**config.mk**
```make
export PLATFORM = sky130hd
export DESIGN_NAME = store_packer
export DESIGN_NICKNAME = d
export VERILOG_FILES = /design/src/rtl/store_packer.sv
export SDC_FILE = /design/constraint.sdc
export NUM_CORES = 1
export LEC_CHECK = 0
export BUFFER_PORTS_ARGS = -buffer_cell sky130_fd_sc_hd__buf_2
export CAP_MARGIN = 20
export CORE_MARGIN = 1
export CORE_UTILIZATION = 45
export CTS_BUF_LIST = sky130_fd_sc_hd__clkbuf_2
export CTS_CLUSTER_DIAMETER = 50
export DETAILED_ROUTE_END_ITERATION = 16
export GPL_ROUTABILITY_DRIVEN = 1
export PLACE_DENSITY = 0.76
export SLEW_MARGIN = 20
export SYNTH_ARGS = -nofsm -noshare
export SYNTH_HDL_FRONTEND = slang
export SYNTH_SLANG_ARGS = --single-unit
```
**constraint.sdc**
```tcl
create_clock -name clk -period 5.16 [get_ports clk]
set_input_delay 0.516 -clock clk [delete_from_list [all_inputs] [get_ports clk]]
set_output_delay 0.516 -clock clk [all_outputs]
set_load 0.01 [all_outputs]
```
**src/rtl/store_packer.sv**
```systemverilog
`default_nettype none
// store_packer: queues byte/half/word stores as lane-positioned word writes with byte enables.
// Optional macro STORE_PACKER_MISALIGN_TRAP_EN drops misaligned half/word stores and reports them.
module store_packer #(
  parameter int DEPTH = 2
) (
  input  logic        clk,
  input  logic        reset,
  input  logic        in_valid,
  output logic        in_ready,
  input  logic [31:0] addr,
  input  logic [31:0] wdata,
  input  logic [1:0]  SOp,
  output logic        mem_valid,
  input  logic        mem_ready,
  output logic [31:0] mem_addr,
  output logic [31:0] mem_wdata,
  output logic [3:0]  mem_be,
  output logic        misalign,
  output logic [31:0] exc_addr
);

  localparam int PW = $clog2(DEPTH);
  localparam int CW = PW + 1;
  localparam logic [CW-1:0] C_DEPTH = CW'(DEPTH);

  localparam logic [1:0] ST_EMPTY = 2'd0;
  localparam logic [1:0] ST_PART  = 2'd1;
  localparam logic [1:0] ST_FULL  = 2'd2;

  logic [1:0]    state_q, state_d;
  logic [CW-1:0] count_q, count_d;
  logic [PW-1:0] wr_ptr_q, rd_ptr_q;

  logic [29:0] addr_mem_q [DEPTH];
  logic [31:0] data_mem_q [DEPTH];
  logic [3:0]  be_mem_q   [DEPTH];

  logic [31:0] pack_data;
  logic [3:0]  pack_be;
  logic        sop_valid;
  logic        misaligned;
  logic        accept, push, pop;

  always_comb begin
    pack_data = wdata;
    pack_be   = 4'b0000;
    sop_valid = 1'b1;
    case (SOp)
      2'b00: pack_be = 4'b1111;
      2'b01: begin
        pack_data = {2{wdata[15:0]}};
        pack_be   = addr[1] ? 4'b1100 : 4'b0011;
      end
      2'b10: begin
        pack_data = {4{wdata[7:0]}};
        pack_be   = 4'b0001 << addr[1:0];
      end
      default: sop_valid = 1'b0;
    endcase
  end

`ifdef STORE_PACKER_MISALIGN_TRAP_EN
  assign misaligned = ((SOp == 2'b00) && (addr[1:0] != 2'b00)) ||
                      ((SOp == 2'b01) && addr[0]);
`else
  assign misaligned = 1'b0;
`endif

  // Reserved-size and trapped stores are still handshaken, but never enqueued.
  assign accept = in_valid && in_ready;
  assign push   = accept && sop_valid && !misaligned;
  assign pop    = mem_valid && mem_ready;

  always_comb begin
    count_d = count_q;
    case ({push, pop})
      2'b10:   count_d = count_q + CW'(1);
      2'b01:   count_d = count_q - CW'(1);
      default: count_d = count_q;
    endcase
  end

  always_ff @(posedge clk) begin
    if (reset) begin
      state_q  <= ST_EMPTY;
      count_q  <= '0;
      wr_ptr_q <= '0;
      rd_ptr_q <= '0;
    end else begin
      state_q  <= state_d;
      count_q  <= count_d;
      if (push) wr_ptr_q <= wr_ptr_q + PW'(1);
      if (pop)  rd_ptr_q <= rd_ptr_q + PW'(1);
    end
  end

  always_comb begin
    state_d = ST_PART;
    if (count_d == '0)          state_d = ST_EMPTY;
    else if (count_d == C_DEPTH) state_d = ST_FULL;
  end

  always_comb begin
    in_ready  = (state_q != ST_FULL) && !reset;
    mem_valid = (state_q != ST_EMPTY);
  end

  always_ff @(posedge clk) begin
    if (push) begin
      addr_mem_q[wr_ptr_q] <= addr[31:2];
      data_mem_q[wr_ptr_q] <= pack_data;
      be_mem_q[wr_ptr_q]   <= pack_be;
    end
  end

  assign mem_addr  = {addr_mem_q[rd_ptr_q], 2'b00};
  assign mem_wdata = data_mem_q[rd_ptr_q];
  assign mem_be    = mem_valid ? be_mem_q[rd_ptr_q] : 4'b0000;

`ifdef STORE_PACKER_MISALIGN_TRAP_EN
  logic        misalign_q;
  logic [31:0] exc_addr_q;

  always_ff @(posedge clk) begin
    if (reset) begin
      misalign_q <= 1'b0;
      exc_addr_q <= '0;
    end else begin
      misalign_q <= accept && misaligned;
      if (accept && misaligned) exc_addr_q <= addr;
    end
  end

  assign misalign = misalign_q;
  assign exc_addr = exc_addr_q;
`else
  assign misalign = 1'b0;
  assign exc_addr = '0;
`endif

endmodule
`default_nettype wire

```
==> qor.txt <==
Port bufs = 137
Maximum clock rate = 0.365 GHz
Pwr dens = 319 mW/mm^2
CTS tree = done
Fin worst setup slack = 2420 ps
Yosys warning total = 0
Initial antenna violation count = 2
Yosys top cell area share = 67.8%
Final Max Slew Viols = 0
Final ANT Viol Nets = 0
Crit path capture type = output port
Vias in the first global route = 3337
Status = complete, no violations
Placed insts = 662
Final Hold Viols = 0
Overall routing resource usage = 16.4%
Nets = 610
IO Pins = 173
Cell with the most instances after synthesis = edfxtp_1
Vias per cell = 4.81
Cts-stage hold buffer count = 7
WL per Instance = 15.7 um
Drt pass-1 iters = 4
Data required, critical path = 4640 ps
Commonest cells in the netlist = edfxtp_1, mux2_2, buf_4
Post-Syn Area per Cell = 15.9 sq um
Global-route wire length before repair = 16.1 mm
Post-synthesis register bit count = 139
Multi-input gate area = 0.00146 sq mm
Via count = 3470
CTS Buf Count = 17
Hpwl dp = 7.04 mm
Worst-path clk slew = 180 ps
CP startpoint kind = flip-flop
H-tree depth = 4
CP Class = flip-flop to output port
CTS max path bufs = 2
Hold crit path type = input pin to flip-flop
RSZ-0062 raised after global routing = no
Layout cells sized above 1 = 41.4%
Final setup viols = 0
Leakage = 2.74 nW
Slew @ Worst Pin = 922 ps
Clk Latency, worst-skew pair = 620 ps
Yosys cell types = 30
Crit Path Max Fanout = 66
Most used DFF post-synth = edfxtp_1
Setup_tns = 0 ps
Final period util = 53.1%
Global placement routability congestion = 0.770
Die Ht = 116 um
Non-Filler Instances = 721
Setup slack at placement = 2490 ps
Post-CTS Setup Inserts = 0
Synth Cell Area = 0.00584 sq mm
Filler cells = 1060
Critical Path AT = 2220 ps
VDD IR max = 0.118 mV
Residual DRC = 0
Die ar. = 0.0134 sq mm
Mapped Cells = 367
Grt ovf = 0
Clock root buffer master = clkbuf_2
Cells resized by post-CTS repair = 0
Final Critical Period = 2740 ps
Initial core utilization = 46.3%
Top cells by area, synth = edfxtp_1, mux2_2, buf_4, dfxtp_1, mux2_1
Max Cap Violations = 0
CORE AREA = 0.0126 sq mm
Fin Clk Skew = 21.5 ps
Max-slew headroom at the worst pin = 38.6%
Largest net degree at the start of global routing = 67
FP Rows = 41
Initial DRC Count = 189
# clock sinks = 139
Die X = 116 um
Largest area contributor in the netlist = edfxtp_1
Part of the Yosys area used for sequential elements = 70.2%
Ys async rst share = 0%
Area Overhead vs Synth = 20.1%
FF/Latch Area = 0.00411 sq mm
Routed Wire Length = 11.3 mm
Number of synthesized flops with an enable pin = 132
-- layout by cell type, fill, tap and decap left out, types with 3 or more instances in the layout --
master	count
buf_2	137
edfxtp_1	132
mux2_2	54
conb_1	35
dlygate4sd3_1	26
clkbuf_2	21
nor2_1	19
inv_1	15
a21oi_1	14
a22oi_1	9
a22o_1	8
nand2_1	8
o22ai_1	8
mux2_1	8
dfxtp_1	6
o21ai_0	5
ha_1	5
mux2i_1	4
clkinv_1	4
clkinv_2	4
nor2b_1	3
buf_4	3
-- cells by family (layout without fill, tap and decap cells) --
group | after synthesis | count (layout) | synth area share [%]
xor gates and xnor gates | 3 | 3 | 0.450
AOI/OAI and AO/OA | 45 | 45 | 4.97
buffers and inverters | 66 | 213 | 7.26
muxes | 66 | 66 | 12.6
adders and majority gates | 5 | 5 | 1.07
DFF | 139 | 139 | 70.2
other | 1 | 36 | 0.0642
and+or+nand+nor | 42 | 42 | 3.32
-- per-stage QoR --
step	util, %	instance area, sq um	hold WS (ps)	power, mW
after floorplan	-	5970	471	1.58
after global placement	51.9	6550	485	1.67
after detailed placement	51.9	6550	492	1.68
after CTS	54.1	6820	0.745	2.25
after global routing	55.6	7020	3.96	2.34
final	55.6	7020	79.4	2.23
-- power by group --
group | total, mW | internal (mW) | leakage, nW | switching (mW)
sequential | 1.33 | 1.29 | 1.27 | 0.0388
combinational | 0.338 | 0.162 | 1.33 | 0.176
clock | 0.566 | 0.220 | 0.138 | 0.346
-- sequential cells by signal, summed over array words and instances, names as in the netlist, named ones only --
signal and flops:
wr_ptr_q 1, be_mem_q 8, count_q 2, data_mem_q 64, addr_mem_q 60, state_q 2, rd_ptr_q 1
-- final timing paths --
check	end	from	slack, ps	cells past startpoint
worst max-delay path	mem_addr[4]	flip-flop	2420	2
worst min register to register	flip-flop	rd_ptr_q$_SDFFE_PP0P_	530	2
worst max register to register	data_mem_q[1][8]$_DFFE_PP_	state_q[1]$_SDFF_PP0_	3050	4
worst min-delay path	addr_mem_q[0][27]$_DFFE_PP_	addr[29]	80	1
-- routing by layer --
layer | track usage [%] | share of wire (%) | vias up
met5 | 0 | 0.11 | -
met4 | 6.24 | 1.0 | 2
met3 | 6.49 | 7.3 | 10
met2 | 26.7 | 49 | 138
met1 | 19.7 | 43 | 1675
li1 | - | - | 1645
-- area by class of cell --
cell class	instances	area share [%]
Multi-Input combinational cell	196	20.8
Antenna cell	1	0.0357
Sequential cell	139	58.6
Clock buffer	21	1.50
Timing Repair Buffer	166	13.8
Tap cell	172	3.07
Clock inverter	11	1.46
Inverter	15	0.803
-- worst max-delay path: stages, from the launching register on --
cell     delay (ps)
dfxtp_4        1000
mux2_2          430
buf_2           140
No activity file was read; power rests on OpenSTA's default activity.
